===== config.mk =====
export PLATFORM = sky130hd
export DESIGN_NAME = mcpu_ctrl_flat
export DESIGN_NICKNAME = d
export VERILOG_FILES = /design/src/rtl/mcpu_ctrl_if.sv /design/src/rtl/mcpu_ctrl.sv /design/src/flat_wrapper.sv
export SDC_FILE = /design/constraint.sdc
export NUM_CORES = 1
export LEC_CHECK = 0
export BUFFER_PORTS_ARGS = -buffer_cell sky130_fd_sc_hd__buf_2
export CAP_MARGIN = 25
export CORE_MARGIN = 3
export CORE_UTILIZATION = 42
export CTS_CLUSTER_DIAMETER = 100
export DETAILED_ROUTE_END_ITERATION = 16
export PLACE_DENSITY = 0.78
export SETUP_SLACK_MARGIN = 0.3
export SYNTH_ARGS = -nofsm -noshare
export SYNTH_HDL_FRONTEND = slang
export SYNTH_SLANG_ARGS = --single-unit

===== constraint.sdc =====
create_clock -name clk -period 1.9 [get_ports clk]
set_clock_uncertainty 0.15 [all_clocks]
set_input_delay 0.285 -clock clk [delete_from_list [all_inputs] [get_ports clk]]
set_output_delay 0.285 -clock clk [all_outputs]
set_load 0.05 [all_outputs]

===== src/rtl/mcpu_ctrl_if.sv =====
// rtl/mcpu_ctrl_if.sv - instruction fields, memory/IO handshake and datapath controls of mcpu_ctrl
interface mcpu_ctrl_if;
    logic [5:0] OPcode;
    logic [5:0] Fun;
    logic       zero;
    logic       MIO_ready;
    logic       PCWrite;
    logic       PCWriteCond;
    logic       IorD;
    logic       MemRead;
    logic       mem_w;
    logic       IRWrite;
    logic       RegDst;
    logic       MemtoReg;
    logic       RegWrite;
    logic       ALUSrcA;
    logic [1:0] ALUSrcB;
    logic       ext_zero;
    logic [1:0] PCSource;
    logic [2:0] ALU_Control;
    logic       CPU_MIO;
    logic [3:0] state;

    modport master (
        input  OPcode, Fun, zero, MIO_ready,
        output PCWrite, PCWriteCond, IorD, MemRead, mem_w, IRWrite, RegDst,
               MemtoReg, RegWrite, ALUSrcA, ALUSrcB, ext_zero, PCSource,
               ALU_Control, CPU_MIO, state
    );

    modport slave (
        output OPcode, Fun, zero, MIO_ready,
        input  PCWrite, PCWriteCond, IorD, MemRead, mem_w, IRWrite, RegDst,
               MemtoReg, RegWrite, ALUSrcA, ALUSrcB, ext_zero, PCSource,
               ALU_Control, CPU_MIO, state
    );
endinterface


===== src/rtl/mcpu_ctrl.sv =====
// rtl/mcpu_ctrl.sv - multi-cycle MIPS control FSM (Moore); MCPU_ITYPE_EN enables addi/andi/ori/slti
module mcpu_ctrl (
    input  logic         clk,
    input  logic         reset,
    mcpu_ctrl_if.master  bus
);
    typedef enum logic [3:0] {
        ST_IF       = 4'd0,
        ST_ID       = 4'd1,
        ST_MEM_ADDR = 4'd2,
        ST_MEM_RD   = 4'd3,
        ST_LW_WB    = 4'd4,
        ST_MEM_WR   = 4'd5,
        ST_R_EX     = 4'd6,
        ST_R_WB     = 4'd7,
        ST_BEQ_EX   = 4'd8,
        ST_J_EX     = 4'd9,
        ST_I_EX     = 4'd10,
        ST_I_WB     = 4'd11
    } state_t;

    typedef struct packed {
        logic       pc_write;
        logic       pc_write_cond;
        logic       iord;
        logic       mem_read;
        logic       mem_w;
        logic       ir_write;
        logic       reg_dst;
        logic       mem_to_reg;
        logic       reg_write;
        logic       alu_src_a;
        logic [1:0] alu_src_b;
        logic       ext_zero;
        logic [1:0] pc_source;
        logic [2:0] alu_control;
        logic       cpu_mio;
    } ctrl_t;

    localparam logic [2:0] ALU_AND = 3'b000;
    localparam logic [2:0] ALU_OR  = 3'b001;
    localparam logic [2:0] ALU_ADD = 3'b010;
    localparam logic [2:0] ALU_XOR = 3'b011;
    localparam logic [2:0] ALU_NOR = 3'b100;
    localparam logic [2:0] ALU_SRL = 3'b101;
    localparam logic [2:0] ALU_SUB = 3'b110;
    localparam logic [2:0] ALU_SLT = 3'b111;

    state_t     state_q;
    state_t     state_n;
    ctrl_t      ctrl;
    ctrl_t      ctrl_out;
    logic [2:0] r_alu;
    logic       r_known;
    logic [2:0] i_alu;
    logic       i_ext;

    // R-type decode is re-evaluated in R_WB; IR is frozen so the result holds.
    always_comb begin
        r_alu   = ALU_ADD;
        r_known = 1'b1;
        case (bus.Fun)
            6'b100000: r_alu = ALU_ADD;
            6'b100010: r_alu = ALU_SUB;
            6'b100100: r_alu = ALU_AND;
            6'b100101: r_alu = ALU_OR;
            6'b101010: r_alu = ALU_SLT;
            6'b100111: r_alu = ALU_NOR;
            6'b100110: r_alu = ALU_XOR;
            6'b000010: r_alu = ALU_SRL;
            default:   r_known = 1'b0;
        endcase
    end

    always_comb begin
        i_alu = ALU_ADD;
        i_ext = 1'b0;
        case (bus.OPcode)
            6'b001100: begin i_alu = ALU_AND; i_ext = 1'b1; end
            6'b001101: begin i_alu = ALU_OR;  i_ext = 1'b1; end
            6'b001010: i_alu = ALU_SLT;
            default:   i_alu = ALU_ADD;
        endcase
    end

    always_ff @(posedge clk) begin
        if (reset) state_q <= ST_IF;
        else       state_q <= state_n;
    end

    always_comb begin
        ctrl    = '0;
        state_n = ST_IF;
        case (state_q)
            ST_IF: begin
                ctrl.mem_read    = 1'b1;
                ctrl.cpu_mio     = 1'b1;
                ctrl.alu_src_b   = 2'b01;
                ctrl.alu_control = ALU_ADD;
                ctrl.ir_write    = bus.MIO_ready;
                ctrl.pc_write    = bus.MIO_ready;
                state_n          = bus.MIO_ready ? ST_ID : ST_IF;
            end
            ST_ID: begin
                ctrl.alu_src_b   = 2'b11;
                ctrl.alu_control = ALU_ADD;
                case (bus.OPcode)
                    6'b100011, 6'b101011: state_n = ST_MEM_ADDR;
                    6'b000000:            state_n = ST_R_EX;
                    6'b000100:            state_n = ST_BEQ_EX;
                    6'b000010:            state_n = ST_J_EX;
`ifdef MCPU_ITYPE_EN
                    6'b001000, 6'b001100,
                    6'b001101, 6'b001010: state_n = ST_I_EX;
`endif
                    default:              state_n = ST_IF;
                endcase
            end
            ST_MEM_ADDR: begin
                ctrl.alu_src_a   = 1'b1;
                ctrl.alu_src_b   = 2'b10;
                ctrl.alu_control = ALU_ADD;
                state_n          = (bus.OPcode == 6'b100011) ? ST_MEM_RD : ST_MEM_WR;
            end
            ST_MEM_RD: begin
                ctrl.iord     = 1'b1;
                ctrl.mem_read = 1'b1;
                ctrl.cpu_mio  = 1'b1;
                state_n       = bus.MIO_ready ? ST_LW_WB : ST_MEM_RD;
            end
            ST_LW_WB: begin
                ctrl.mem_to_reg = 1'b1;
                ctrl.reg_write  = 1'b1;
            end
            ST_MEM_WR: begin
                ctrl.iord    = 1'b1;
                ctrl.mem_w   = 1'b1;
                ctrl.cpu_mio = 1'b1;
                state_n      = bus.MIO_ready ? ST_IF : ST_MEM_WR;
            end
            ST_R_EX: begin
                ctrl.alu_src_a   = 1'b1;
                ctrl.alu_control = r_alu;
                state_n          = r_known ? ST_R_WB : ST_IF;
            end
            ST_R_WB: begin
                ctrl.reg_dst     = 1'b1;
                ctrl.reg_write   = 1'b1;
                ctrl.alu_control = r_alu;
            end
            ST_BEQ_EX: begin
                ctrl.alu_src_a     = 1'b1;
                ctrl.alu_control   = ALU_SUB;
                ctrl.pc_write_cond = 1'b1;
                ctrl.pc_source     = 2'b01;
            end
            ST_J_EX: begin
                ctrl.pc_write  = 1'b1;
                ctrl.pc_source = 2'b10;
            end
`ifdef MCPU_ITYPE_EN
            ST_I_EX: begin
                ctrl.alu_src_a   = 1'b1;
                ctrl.alu_src_b   = 2'b10;
                ctrl.alu_control = i_alu;
                ctrl.ext_zero    = i_ext;
                state_n          = ST_I_WB;
            end
            ST_I_WB: begin
                ctrl.reg_write   = 1'b1;
                ctrl.alu_control = i_alu;
                ctrl.ext_zero    = i_ext;
            end
`endif
            default: state_n = ST_IF;
        endcase
    end

    // Reset masks every strobe so an abandoned store or writeback never fires.
    assign ctrl_out        = reset ? '0 : ctrl;
    assign bus.PCWrite     = ctrl_out.pc_write;
    assign bus.PCWriteCond = ctrl_out.pc_write_cond;
    assign bus.IorD        = ctrl_out.iord;
    assign bus.MemRead     = ctrl_out.mem_read;
    assign bus.mem_w       = ctrl_out.mem_w;
    assign bus.IRWrite     = ctrl_out.ir_write;
    assign bus.RegDst      = ctrl_out.reg_dst;
    assign bus.MemtoReg    = ctrl_out.mem_to_reg;
    assign bus.RegWrite    = ctrl_out.reg_write;
    assign bus.ALUSrcA     = ctrl_out.alu_src_a;
    assign bus.ALUSrcB     = ctrl_out.alu_src_b;
    assign bus.ext_zero    = ctrl_out.ext_zero;
    assign bus.PCSource    = ctrl_out.pc_source;
    assign bus.ALU_Control = ctrl_out.alu_control;
    assign bus.CPU_MIO     = ctrl_out.cpu_mio;
    assign bus.state       = reset ? 4'd0 : state_q;
endmodule


===== src/flat_wrapper.sv =====
// flat-port wrapper written by rule: the top's interface ports become plain ports
module mcpu_ctrl_flat 
  (clk, reset, bus_OPcode, bus_Fun, bus_zero, bus_MIO_ready, bus_PCWrite, bus_PCWriteCond, bus_IorD, bus_MemRead, bus_mem_w, bus_IRWrite, bus_RegDst, bus_MemtoReg, bus_RegWrite, bus_ALUSrcA, bus_ALUSrcB, bus_ext_zero, bus_PCSource, bus_ALU_Control, bus_CPU_MIO, bus_state);
  mcpu_ctrl_if bus_i ();
  input  logic clk;
  input  logic reset;
  input wire logic [$bits(bus_i.OPcode)-1:0] bus_OPcode;
  input wire logic [$bits(bus_i.Fun)-1:0] bus_Fun;
  input wire logic [$bits(bus_i.zero)-1:0] bus_zero;
  input wire logic [$bits(bus_i.MIO_ready)-1:0] bus_MIO_ready;
  output wire logic [$bits(bus_i.PCWrite)-1:0] bus_PCWrite;
  output wire logic [$bits(bus_i.PCWriteCond)-1:0] bus_PCWriteCond;
  output wire logic [$bits(bus_i.IorD)-1:0] bus_IorD;
  output wire logic [$bits(bus_i.MemRead)-1:0] bus_MemRead;
  output wire logic [$bits(bus_i.mem_w)-1:0] bus_mem_w;
  output wire logic [$bits(bus_i.IRWrite)-1:0] bus_IRWrite;
  output wire logic [$bits(bus_i.RegDst)-1:0] bus_RegDst;
  output wire logic [$bits(bus_i.MemtoReg)-1:0] bus_MemtoReg;
  output wire logic [$bits(bus_i.RegWrite)-1:0] bus_RegWrite;
  output wire logic [$bits(bus_i.ALUSrcA)-1:0] bus_ALUSrcA;
  output wire logic [$bits(bus_i.ALUSrcB)-1:0] bus_ALUSrcB;
  output wire logic [$bits(bus_i.ext_zero)-1:0] bus_ext_zero;
  output wire logic [$bits(bus_i.PCSource)-1:0] bus_PCSource;
  output wire logic [$bits(bus_i.ALU_Control)-1:0] bus_ALU_Control;
  output wire logic [$bits(bus_i.CPU_MIO)-1:0] bus_CPU_MIO;
  output wire logic [$bits(bus_i.state)-1:0] bus_state;
  assign bus_i.OPcode = bus_OPcode;
  assign bus_i.Fun = bus_Fun;
  assign bus_i.zero = bus_zero;
  assign bus_i.MIO_ready = bus_MIO_ready;
  assign bus_PCWrite = bus_i.PCWrite;
  assign bus_PCWriteCond = bus_i.PCWriteCond;
  assign bus_IorD = bus_i.IorD;
  assign bus_MemRead = bus_i.MemRead;
  assign bus_mem_w = bus_i.mem_w;
  assign bus_IRWrite = bus_i.IRWrite;
  assign bus_RegDst = bus_i.RegDst;
  assign bus_MemtoReg = bus_i.MemtoReg;
  assign bus_RegWrite = bus_i.RegWrite;
  assign bus_ALUSrcA = bus_i.ALUSrcA;
  assign bus_ALUSrcB = bus_i.ALUSrcB;
  assign bus_ext_zero = bus_i.ext_zero;
  assign bus_PCSource = bus_i.PCSource;
  assign bus_ALU_Control = bus_i.ALU_Control;
  assign bus_CPU_MIO = bus_i.CPU_MIO;
  assign bus_state = bus_i.state;
  mcpu_ctrl u_core (.clk(clk), .reset(reset), .bus(bus_i));
endmodule

==> results of run 1 <==
## stage by stage
step | TNS (ns) | cell area [sq um] | hold slack (ns) | std cells
global placement | -0.00444 | 1060 | 0.440 | 158
detailed placement | -0.0285 | 1060 | 0.461 | 158
floorplan | -2.15 | 805 | 0.312 | 98
## kinds of logic after synthesis
family / synth area share (%)
DFF: 12.1
muxes: 1.70
buffers and inverters: 8.69
and+or+nand+nor: 47.8
xor gates and xnor gates: 3.97
other: 0.567
AOI/OAI and AO/OA: 23.6
adders and majority gates: 1.51
## cell usage after synthesis (all sizes together) (2+ instances only)
cell type	number	area share, %
a21oi	7	5.9
or2	2	1.9
nand4b	4	5.3
inv	4	2.3
nor2	14	7.9
clkbuf	6	3.4
buf	3	3.0
o32ai	2	3.8
o21ai	4	3.0
nor2b	8	8.7
dfxtp	4	12
nand2b	5	4.7
o21a	2	2.3
nor4	2	2.8
or3	3	2.8
nor3	6	4.5
xor2	2	2.6
nand2	4	2.3
==> results.sh, run 1 <==
export IMPL_synth_seq_area_share_pct=12.1
export IMPL_cts_sinks=4
export IMPL_synthesis_nets=114
export IMPL_result_of_the_run="aborted with a tool error"
export IMPL_place_ws_ns=-0.0285
export IMPL_num_io_pins=39
export IMPL_synth_ff_latch_count=4
export IMPL_tritoncts_num_buffers=3
export IMPL_chipHeight_um=45.7
export IMPL_cts_root_buffer_cell="clkbuf_4"
export IMPL_fp_rows=13
export IMPL_count_of_flip_flops_with_a_built_in_enable_after_synthesis=0
export IMPL_yosys_most_used_dff="dfxtp_1"
export IMPL_cts_repair_timing_setup_buffer_count=10
export IMPL_gp_congestion=0.864
export IMPL_die_span_x_um=45.7
export IMPL_first_error="[ERROR DPL-0038] Utilization greater than 100%, impossible to legalize"
export IMPL_synth_cell_type_count=40
export IMPL_synth_area_sq_um=662
export IMPL_asyncSetResetFlopFracSynth_pct=0
export IMPL_hold_buffers=0
export IMPL_htreeDepth=1
export IMPL_postSynthAreaPerCell_sq_um=6.75
export IMPL_failing_step="clock tree synthesis (4_1_cts)"
export IMPL_netlist_instances=98
export IMPL_max_clock_path_buffers=2
export IMPL_initial_utilization_pct=47.9
export IMPL_synthesis_yosys_warnings=0
export IMPL_number_of_i_o_port_buffers=36
export IMPL_cts_repair_resize_count=78
export IMPL_placed_wire_length_estimate_mm=1.69
==> run 2: changes to the inputs <==
--- a/config.mk
+++ b/config.mk
@@ -7,12 +7,10 @@
 export LEC_CHECK = 0
 export BUFFER_PORTS_ARGS = -buffer_cell sky130_fd_sc_hd__buf_2
 export CAP_MARGIN = 25
-export CORE_MARGIN = 3
-export CORE_UTILIZATION = 42
-export CTS_CLUSTER_DIAMETER = 100
+export CORE_AREA = 3 3 64 66
 export DETAILED_ROUTE_END_ITERATION = 16
-export PLACE_DENSITY = 0.78
-export SETUP_SLACK_MARGIN = 0.3
+export DIE_AREA = 0 0 67 69
+export PLACE_DENSITY_LB_ADDON = 0.15
 export SYNTH_ARGS = -nofsm -noshare
 export SYNTH_HDL_FRONTEND = slang
 export SYNTH_SLANG_ARGS = --single-unit
==> run 2 against run 1 <==
  * The flow now finishes without violations
  * Synthesized cell count is the same
  * Area after synthesis stayed put
==> results.sh, run 2 <==
export IMPL_coreArea_sq_um=3630
export IMPL_final_design_area_no_fill_sq_um=1250
export IMPL_num_io_pins=39
export IMPL_worst_skew_pair_late_latency_ns=0.22
export IMPL_post_route_drc_count=0
export IMPL_overflow=0
export IMPL_flip_flop_count_of_the_largest_register_after_layout=4
export IMPL_endpoint_kind="output port"
export IMPL_fin_total_pwr_uw=450
export IMPL_max_clock_path_buffers=2
export IMPL_yosys_most_used_dff="dfxtp_1"
export IMPL_worst_hold_slack_ns=0.214
export IMPL_synth_ff_latch_count=4
export IMPL_max_freq_ghz=0.530
export IMPL_area_fraction_of_the_dominant_cell_type_after_synthesis_pct=12.1
export IMPL_maxSlewViolCount=0
export IMPL_count_of_flip_flops_with_a_built_in_enable_after_synthesis=0
export IMPL_result_of_the_run="finished, final reports clean"
export IMPL_route_antenna_remaining_nets=0
export IMPL_global_route_usage_total_pct=10.2
export IMPL_rsz0062_at_grt="yes"
export IMPL_place_ws_ns=-0.0483
export IMPL_registers_top_by_ff_count="u_core.state_q"
export IMPL_chipHeight_um=69
export IMPL_top_regs="u_core.state_q: 4 flops"
export IMPL_die_span_x_um=67
export IMPL_layout_cells_most_common_list="buf_2 (23), buf_4 (19), buf_6 (10)"
export IMPL_drt_iter0_markers=10
export IMPL_gp_congestion=0.755
export IMPL_synth_cell_type_count=40
export IMPL_antenna_cells=0
export IMPL_grt_first_pass_wirelength_mm=3.80
export IMPL_fin_util_pct=34.3
export IMPL_worstPathArrival_ns=1.45
export IMPL_hold_path_class="input port to register"
export IMPL_grt_start_max_net_pins=16
export IMPL_cp_start_kind="register"
export IMPL_final_period_utilization_pct=99.2
export IMPL_via_per_inst=4.48
export IMPL_tritoncts_num_buffers=3
export IMPL_first_pass_iters=2
export IMPL_layout_setup_ws_ns=0.0145
export IMPL_required_time_worst_endpoint_ns=1.46
export IMPL_rrSetupSlack_ns=0.30
export IMPL_ir_drop_mv=0.262
export IMPL_yosysMostFrequentCell="nor2_1"
export IMPL_p_leak_nw=0.543
export IMPL_synth_largest_area_cell="dfxtp_1"
export IMPL_synthesis_yosys_warnings=0
export IMPL_asyncSetResetFlopFracSynth_pct=0
export IMPL_finalNonFillerCells=196
export IMPL_grt_antenna_before_repair=0
export IMPL_clkTransAtPathRegs_ns=0.03
export IMPL_detailroute_via_count=878
export IMPL_postSynthAreaPerCell_sq_um=6.75
export IMPL_yosys_top_cells_count="nor2_1 (14), nor2b_1 (7), a21oi_1 (6), clkbuf_1 (6), nor3_1 (6)"
export IMPL_areaGrowthSynthToFinish_pct=88.3
export IMPL_number_of_i_o_port_buffers=36
export IMPL_synthesis_nets=114
export IMPL_fp_rows=22
export IMPL_rr_startpoint="u_core.state_q[1]$_SDFF_PP0_"
export IMPL_placedInstanceArea_sq_um=1070
export IMPL_wl_per_instance_um=11.7
export IMPL_tritoncts_clock_tree="yes"
export IMPL_max_cap_violations=0
export IMPL_power_density_over_the_cells_nw_per_um2=361
export IMPL_synth_area_sq_um=662
export IMPL_routed_wl_mm=2.30
export IMPL_worstSetupEndpoint="bus_ALUSrcA"
export IMPL_cp_max_fo=5
export IMPL_timing_reg2reg_worst_path_depth=6
export IMPL_ys_top_cells_by_area="dfxtp_1 (12%), nor2_1 (7.9%), nor2b_1 (6.6%)"
export IMPL_rr_endpoint="u_core.state_q[1]$_SDFF_PP0_"
export IMPL_cts_root_buffer_cell="clkbuf_8"
export IMPL_fin_nets=166
export IMPL_fp_dieArea_sq_um=4620
export IMPL_mostFrequentLayoutCell="buf_2"
export IMPL_setup_worst_path_class="register to output port"
export IMPL_initial_utilization_pct=18.2
export IMPL_synth_seq_area_share_pct=12.1
export IMPL_worstSetupStartpoint="u_core.state_q[2]$_SDFF_PP0_"
export IMPL_count_of_endpoints_failing_hold_in_the_final_timing_report=0
export IMPL_drive_gt1_share_pct=59.5
export IMPL_totalNegativeSetupSlack_ns=0
export IMPL_min_period_ns=1.89
export IMPL_cts_sinks=4
export IMPL_first_global_vias=857
export IMPL_placed_wire_length_estimate_mm=1.85
export IMPL_htreeDepth=1
export IMPL_place_inst=191
export IMPL_setup_viol_count_final=0
export IMPL_netlist_instances=98
export IMPL_hold_buffers=0
[run 2: cell counts after synthesis]
No cell type changed its count.
[run 2: critical path: stages, from the launching register on]
cell	delay (ns)
dfxtp_2	0.33
buf_6	0.12
or3b_1	0.39
a211oi_2	0.21
buf_6	0.19
[run 2: cells by family after synthesis]
group / share of synthesized area (%)
other: 0.567
DFF: 12.1
buffers and inverters: 8.69
and+or+nand+nor: 47.8
adders and majority gates: 1.51
xor gates and xnor gates: 3.97
AOI/OAI and AO/OA: 23.6
muxes: 1.70
[run 2: worst min-delay path by stage]
stage / from / end / slack, ns / cells after the start
6_report: bus_OPcode[5] / u_core.state_q[3]$_SDFF_PP0_ / 0.21 / 4
3_3_place_gp: bus_OPcode[5] / u_core.state_q[3]$_SDFF_PP0_ / 0.45 / 4
4_1_cts: bus_OPcode[5] / u_core.state_q[3]$_SDFF_PP0_ / 0.21 / 4
2_1_floorplan: bus_OPcode[2] / u_core.state_q[3]$_SDFF_PP0_ / 0.31 / 2
3_5_place_dp: bus_OPcode[5] / u_core.state_q[3]$_SDFF_PP0_ / 0.45 / 4
5_1_grt: bus_OPcode[5] / u_core.state_q[3]$_SDFF_PP0_ / 0.23 / 4
[run 2: cell type report]
type | instances | area (sq um)
fillers | 402 | 2390
multi-input cells | 81 | 624
repair buffers | 56 | 415
flip-flops and latches | 4 | 90.1
well taps | 48 | 60.1
clock buffers | 3 | 41.3
inverters | 4 | 15.0
[run 2: per-layer routing]
metal	part of all wire, %	global-route usage (%)	vias to the layer above
li1	-	-	450
met4	0.39	2.03	0
met1	44	12.4	401
met2	49	17.7	25
met5	0	0	-
met3	7.0	2.77	2
[run 2: what timing repair did]
| item | 4_1_cts | 5_1_grt |
|---|---|---|
| buffers inserted | 2 | 0 |
| endpoints found under the setup margin | 16 | 16 |
| resized for setup | 19 | 22 |
| pin swaps | 2 | 1 |
[run 2: power breakdown]
group	internal [mW]	leakage, nW	switching (mW)	total [mW]
clock network	0.135	0.0216	0.0447	0.180
registers	0.0846	0.0349	0.00537	0.0899
logic	0.0773	0.486	0.103	0.180
total	0.297	0.543	0.153	0.450
(Power assumes the default switching activity.)
==> run 3: changes to the inputs <==
--- a/config.mk
+++ b/config.mk
@@ -8,9 +8,11 @@
 export BUFFER_PORTS_ARGS = -buffer_cell sky130_fd_sc_hd__buf_2
 export CAP_MARGIN = 25
 export CORE_AREA = 3 3 64 66
+export CTS_BUF_LIST = sky130_fd_sc_hd__clkbuf_16
 export DETAILED_ROUTE_END_ITERATION = 16
 export DIE_AREA = 0 0 67 69
 export PLACE_DENSITY_LB_ADDON = 0.15
+export REMOVE_ABC_BUFFERS = 1
 export SYNTH_ARGS = -nofsm -noshare
 export SYNTH_HDL_FRONTEND = slang
 export SYNTH_SLANG_ARGS = --single-unit
==> run 3 against run 2 <==
  * Hold slack worse by 0.011 ns
  * Final area fell by 5.8%
  * Setup slack better by 0.0017 ns
  * Register-to-register slack worse by 0.12 ns
  * Sequential power is 2% lower
  * Flip-flop and latch count stayed put
  * Power grew 32%
  * Non-clock buffer count fell by 7
  * Clock power increased by 87%
  * Final cell count down 3.6%
  * First-iteration DRC count rose to 3.5 times the previous value
  * Combinational power is 6% lower
  * Largest power group is now the clock network
==> results.sh, run 3 (same netlist as run 2, synthesis figures left out) <==
export IMPL_hold_path_end="u_core.state_q[3]$_SDFF_PP0_"
export IMPL_overflow=0
export IMPL_rr_startpoint="u_core.state_q[0]$_SDFF_PP0_"
export IMPL_worst_skew_pair_late_latency_ns=0.23
export IMPL_cp_max_fo=7
export IMPL_hold_path_class="input port to register"
export IMPL_rrSetupSlack_ns=0.18
export IMPL_cp_start_kind="register"
export IMPL_max_freq_ghz=0.531
export IMPL_area_sequential_sq_um=91.3
export IMPL_die_span_x_um=67
export IMPL_detailroute_via_count=836
export IMPL_via_per_inst=4.42
export IMPL_place_inst=185
export IMPL_final_period_utilization_pct=99.1
export IMPL_multi_input_comb_area_sq_um=584
export IMPL_coreArea_sq_um=3630
export IMPL_placed_wire_length_estimate_mm=1.76
export IMPL_drive_gt1_share_pct=49.6
export IMPL_num_io_pins=39
export IMPL_layout_cells_most_common_list="buf_2 (23), buf_4 (16), nor2_1 (13)"
export IMPL_worstPathArrival_ns=1.45
export IMPL_fp_rows=22
export IMPL_initial_utilization_pct=18.2
export IMPL_layout_setup_ws_ns=0.0162
export IMPL_place_ws_ns=-0.0648
export IMPL_fin_nets=159
export IMPL_clkTransAtPathRegs_ns=0.03
export IMPL_flip_flop_count_of_the_largest_register_after_layout=4
export IMPL_fin_util_pct=32.3
export IMPL_rsz0062_at_grt="yes"
export IMPL_grt_first_pass_wirelength_mm=3.65
export IMPL_grt_antenna_before_repair=0
export IMPL_fin_total_pwr_uw=595
export IMPL_worst_hold_slack_ns=0.203
export IMPL_first_global_vias=777
export IMPL_top_regs="u_core.state_q: 4 flops"
export IMPL_setup_viol_count_final=0
export IMPL_areaGrowthSynthToFinish_pct=77.3
export IMPL_fp_dieArea_sq_um=4620
export IMPL_power_density_over_the_cells_nw_per_um2=507
export IMPL_final_design_area_no_fill_sq_um=1170
export IMPL_global_route_usage_total_pct=10.1
export IMPL_post_route_drc_count=0
export IMPL_timing_reg2reg_worst_path_depth=6
export IMPL_mostFrequentLayoutCell="buf_2"
export IMPL_tritoncts_clock_tree="yes"
export IMPL_number_of_i_o_port_buffers=36
export IMPL_placedInstanceArea_sq_um=950
export IMPL_max_clock_path_buffers=2
export IMPL_cts_sinks=4
export IMPL_ir_drop_mv=0.337
export IMPL_p_leak_nw=0.517
export IMPL_setup_worst_path_class="register to output port"
export IMPL_first_pass_iters=4
export IMPL_route_antenna_remaining_nets=0
export IMPL_required_time_worst_endpoint_ns=1.46
export IMPL_min_period_ns=1.88
export IMPL_endpoint_kind="output port"
export IMPL_max_cap_violations=0
export IMPL_fillers=410
export IMPL_htreeDepth=1
export IMPL_worstHoldStart="bus_OPcode[5]"
export IMPL_wl_per_instance_um=12.1
export IMPL_hold_buffers=0
export IMPL_count_of_endpoints_failing_hold_in_the_final_timing_report=0
export IMPL_finalNonFillerCells=189
export IMPL_rr_endpoint="u_core.state_q[1]$_SDFF_PP0_"
export IMPL_gp_congestion=0.789
export IMPL_chipHeight_um=69
export IMPL_antenna_cells=0
export IMPL_maxSlewViolCount=0
export IMPL_grt_start_max_net_pins=18
export IMPL_worst_hold_path_num_cells=4
export IMPL_result_of_the_run="finished, final reports clean"
export IMPL_routed_wl_mm=2.29
export IMPL_tritoncts_num_buffers=3
export IMPL_cts_root_buffer_cell="clkbuf_16"
export IMPL_registers_top_by_ff_count="u_core.state_q"
export IMPL_totalNegativeSetupSlack_ns=0
export IMPL_drt_iter0_markers=35
==> run 3: cell count changes in the layout (fill, tap and decap cells not counted), moves of 2 or more <==
| cell | change |
|---|---|
| nor2_2 | -5 |
| clkbuf_8 | -3 |
| buf_4 | -3 |
| nor2_1 | +5 |
| clkbuf_16 | +3 |
| dfxtp_2 | -2 |
| buf_6 | -2 |
==> run 3: cell type report <==
cell class / count / share of cell area (%)
multi-input cells: 81 / 49.8
clock buffers: 3 / 6.40
flip-flops and latches: 4 / 7.78
well taps: 48 / 5.12
inverters: 4 / 1.28
repair buffers: 49 / 29.6
==> run 3: worst max-delay path, cell delays in order (launching register included) <==
cell and delay [ns]:
dfxtp_4 0.35, or3_4 0.38, nor4_4 0.16, or2_1 0.16, buf_6 0.16
==> run 3: timing repair <==
action / in CTS / in global routing
pin swaps: 3 / 3
setup buffers: 1 / 0
setup endpoints to repair: 17 / 15
gates resized for setup: 19 / 24
==> run 3: power by group <==
part / switching [mW] / total, mW / leakage, nW / internal (mW)
combinational: 0.100 / 0.170 / 0.445 / 0.0695
sequential: 0.00483 / 0.0880 / 0.0347 / 0.0831
clock: 0.0673 / 0.337 / 0.0370 / 0.270
==> run 3: worst max-delay path by stage <==
stage	startpoint	to	slack [ns]	cells past startpoint
floorplan	u_core.state_q[3]$_SDFF_PP0_	bus_ALU_Control[2]	-2.50	4
global placement	bus_Fun[1]	bus_ALU_Control[1]	-0.05	7
detailed placement	bus_Fun[0]	bus_ALU_Control[1]	-0.06	7
CTS	u_core.state_q[2]$_SDFF_PP0_	bus_PCWrite	-0.05	4
global route	u_core.state_q[1]$_SDFF_PP0_	bus_PCWrite	-0.05	5
finish	u_core.state_q[2]$_SDFF_PP0_	bus_PCWrite	0.02	4
==> run 3: per-layer routing <==
metal | global-route usage, % | part of all wire (%) | vias to the layer above
li1 | - | - | 429
met1 | 13.3 | 48 | 377
met2 | 15.5 | 45 | 27
met3 | 1.63 | 5.4 | 3
met4 | 4.73 | 1.6 | 0
met5 | 0 | 0 | -
==> run 4: changes to the inputs <==
--- a/config.mk
+++ b/config.mk
@@ -13,6 +13,7 @@
 export DIE_AREA = 0 0 67 69
 export PLACE_DENSITY_LB_ADDON = 0.15
 export REMOVE_ABC_BUFFERS = 1
+export SETUP_SLACK_MARGIN = 0.02
 export SYNTH_ARGS = -nofsm -noshare
 export SYNTH_HDL_FRONTEND = slang
 export SYNTH_SLANG_ARGS = --single-unit
==> run 4 against run 3 <==
  * Die area unchanged
  * Largest cell class unchanged
  * Via count is 0.60% higher
  * Final cell count is the same
  * Hold slack hardly changed
  * Largest power group unchanged
  * Non-clock buffer count unchanged
  * Maximum frequency is 0.11% higher
  * First-iteration DRC count rose by 37%
  * Critical path type unchanged
==> results.sh, run 4 (same netlist as run 2, synthesis figures left out) <==
export IMPL_ir_drop_mv=0.338
export IMPL_overflow=0
export IMPL_top_regs="u_core.state_q: 4 flops"
export IMPL_timing_reg2reg_worst_path_depth=6
export IMPL_worstPathArrival_ns=1.45
export IMPL_areaGrowthSynthToFinish_pct=82.0
export IMPL_result_of_the_run="finished, final reports clean"
export IMPL_mostFrequentLayoutCell="buf_2"
export IMPL_route_antenna_remaining_nets=0
export IMPL_critPathTopFamily="simple AND/OR/NAND/NOR gates"
export IMPL_crit_path_cell_trace="or3_4 -> nor4_4 -> or2_1 -> buf_6"
export IMPL_placed_wire_length_estimate_mm=1.76
export IMPL_crit_path_max_incr_delay_ns=0.38
export IMPL_critPathSlowestCell="or3_4"
export IMPL_registers_top_by_ff_count="u_core.state_q"
export IMPL_place_ws_ns=-0.0648
export IMPL_cp_max_fo=7
export IMPL_layout_cells_most_common_list="buf_2 (21), buf_4 (17), nor2_1 (13)"
export IMPL_worstHoldStart="bus_OPcode[5]"
export IMPL_fin_util_pct=33.2
export IMPL_maxSlewViolCount=0
export IMPL_layout_setup_ws_ns=0.0182
export IMPL_hold_buffers=0
export IMPL_rrSetupSlack_ns=0.18
export IMPL_power_density_over_the_cells_nw_per_um2=496
export IMPL_rr_startpoint="u_core.state_q[0]$_SDFF_PP0_"
export IMPL_multi_input_comb_area_sq_um=606
export IMPL_cp_start_kind="register"
export IMPL_hold_path_end="u_core.state_q[3]$_SDFF_PP0_"
export IMPL_fp_dieArea_sq_um=4620
export IMPL_first_global_vias=795
export IMPL_final_period_utilization_pct=99.0
export IMPL_htreeDepth=1
export IMPL_min_period_ns=1.88
export IMPL_detailroute_via_count=841
export IMPL_worst_hold_path_num_cells=4
export IMPL_tritoncts_clock_tree="yes"
export IMPL_drive_gt1_share_pct=53.9
export IMPL_fp_rows=22
export IMPL_coreArea_sq_um=3630
export IMPL_num_io_pins=39
export IMPL_max_freq_ghz=0.531
export IMPL_grt_antenna_before_repair=0
export IMPL_p_leak_nw=0.520
export IMPL_final_design_area_no_fill_sq_um=1200
export IMPL_global_route_usage_total_pct=10.0
export IMPL_first_pass_iters=4
export IMPL_fin_total_pwr_uw=598
export IMPL_flip_flop_count_of_the_largest_register_after_layout=4
export IMPL_rsz0062_at_grt="yes"
export IMPL_number_of_i_o_port_buffers=36
export IMPL_count_of_endpoints_failing_hold_in_the_final_timing_report=0
export IMPL_area_sequential_sq_um=92.6
export IMPL_totalNegativeSetupSlack_ns=0
export IMPL_setup_worst_path_class="register to output port"
export IMPL_post_route_drc_count=0
export IMPL_via_per_inst=4.45
export IMPL_drt_iter0_markers=48
export IMPL_max_cap_violations=0
export IMPL_cts_sinks=4
export IMPL_crit_buf_inv=1
export IMPL_setup_viol_count_final=0
export IMPL_max_clock_path_buffers=2
export IMPL_grt_start_max_net_pins=18
export IMPL_antenna_cells=0
export IMPL_grt_first_pass_wirelength_mm=3.64
export IMPL_worst_skew_pair_late_latency_ns=0.23
export IMPL_required_time_worst_endpoint_ns=1.46
export IMPL_wl_per_instance_um=12.3
export IMPL_fin_nets=159
export IMPL_routed_wl_mm=2.32
export IMPL_chipHeight_um=69
export IMPL_placedInstanceArea_sq_um=950
export IMPL_hold_path_class="input port to register"
export IMPL_fillers=411
export IMPL_rr_endpoint="u_core.state_q[1]$_SDFF_PP0_"
export IMPL_gp_congestion=0.789
export IMPL_endpoint_kind="output port"
export IMPL_clkTransAtPathRegs_ns=0.03
export IMPL_tritoncts_num_buffers=3
export IMPL_initial_utilization_pct=18.2
export IMPL_die_span_x_um=67
export IMPL_cts_root_buffer_cell="clkbuf_16"
run 4: worst register-to-register path, delay by kind of cell (launching register included):
family | cells | cell delay, ns
compound gates | 2 | 0.26
buf+inv | 1 | 0.17
flops | 1 | 0.40
simple gates | 3 | 0.64
run 4: worst max path at each step:
stage	start	endpoint	slack (ns)	cells after the start
2_1_floorplan	u_core.state_q[3]$_SDFF_PP0_	bus_ALU_Control[2]	-2.50	4
4_1_cts	u_core.state_q[2]$_SDFF_PP0_	bus_PCWrite	-0.05	4
5_1_grt	u_core.state_q[2]$_SDFF_PP0_	bus_PCWrite	-0.04	4
3_3_place_gp	bus_Fun[1]	bus_ALU_Control[1]	-0.05	7
6_report	u_core.state_q[2]$_SDFF_PP0_	bus_PCWrite	0.02	4
3_5_place_dp	bus_Fun[0]	bus_ALU_Control[1]	-0.06	7
run 4: per-layer routing:
metal / global-route usage, % / part of all wire (%) / routed length, um
met5: 0 / 0 / 0
met4: 4.73 / 1.6 / 36
met2: 15.5 / 47 / 1090
met3: 1.63 / 6.0 / 138
met1: 13.2 / 46 / 1060
run 4: layout make-up:
cell class / instances / area share [%]
tap: 48 / 4.98
timing repair buffer: 49 / 29.6
inverter: 4 / 1.25
clock buffer: 3 / 6.23
sequential: 4 / 7.68
multi-input combinational: 81 / 50.3
run 4: per-stage QoR:
stage                     instances  hold slack, ns
after floorplan                  89           0.257
after global placement          185           0.451
after detailed placement        185           0.445
after CTS                       189           0.198
after global routing            189           0.229
final                           189           0.203
run 4: power breakdown:
| part | total (mW) | internal, mW | switching [mW] |
|---|---|---|---|
| logic | 0.172 | 0.0709 | 0.101 |
| clock network | 0.338 | 0.270 | 0.0679 |
| registers | 0.0878 | 0.0831 | 0.00461 |
run 4: what timing repair did:
| action | in CTS | in global routing |
|---|---|---|
| buffers inserted | 1 | 0 |
| setup endpoints to repair | 17 | 16 |
| resized for setup | 29 | 24 |
| pin swaps | 3 | 5 |
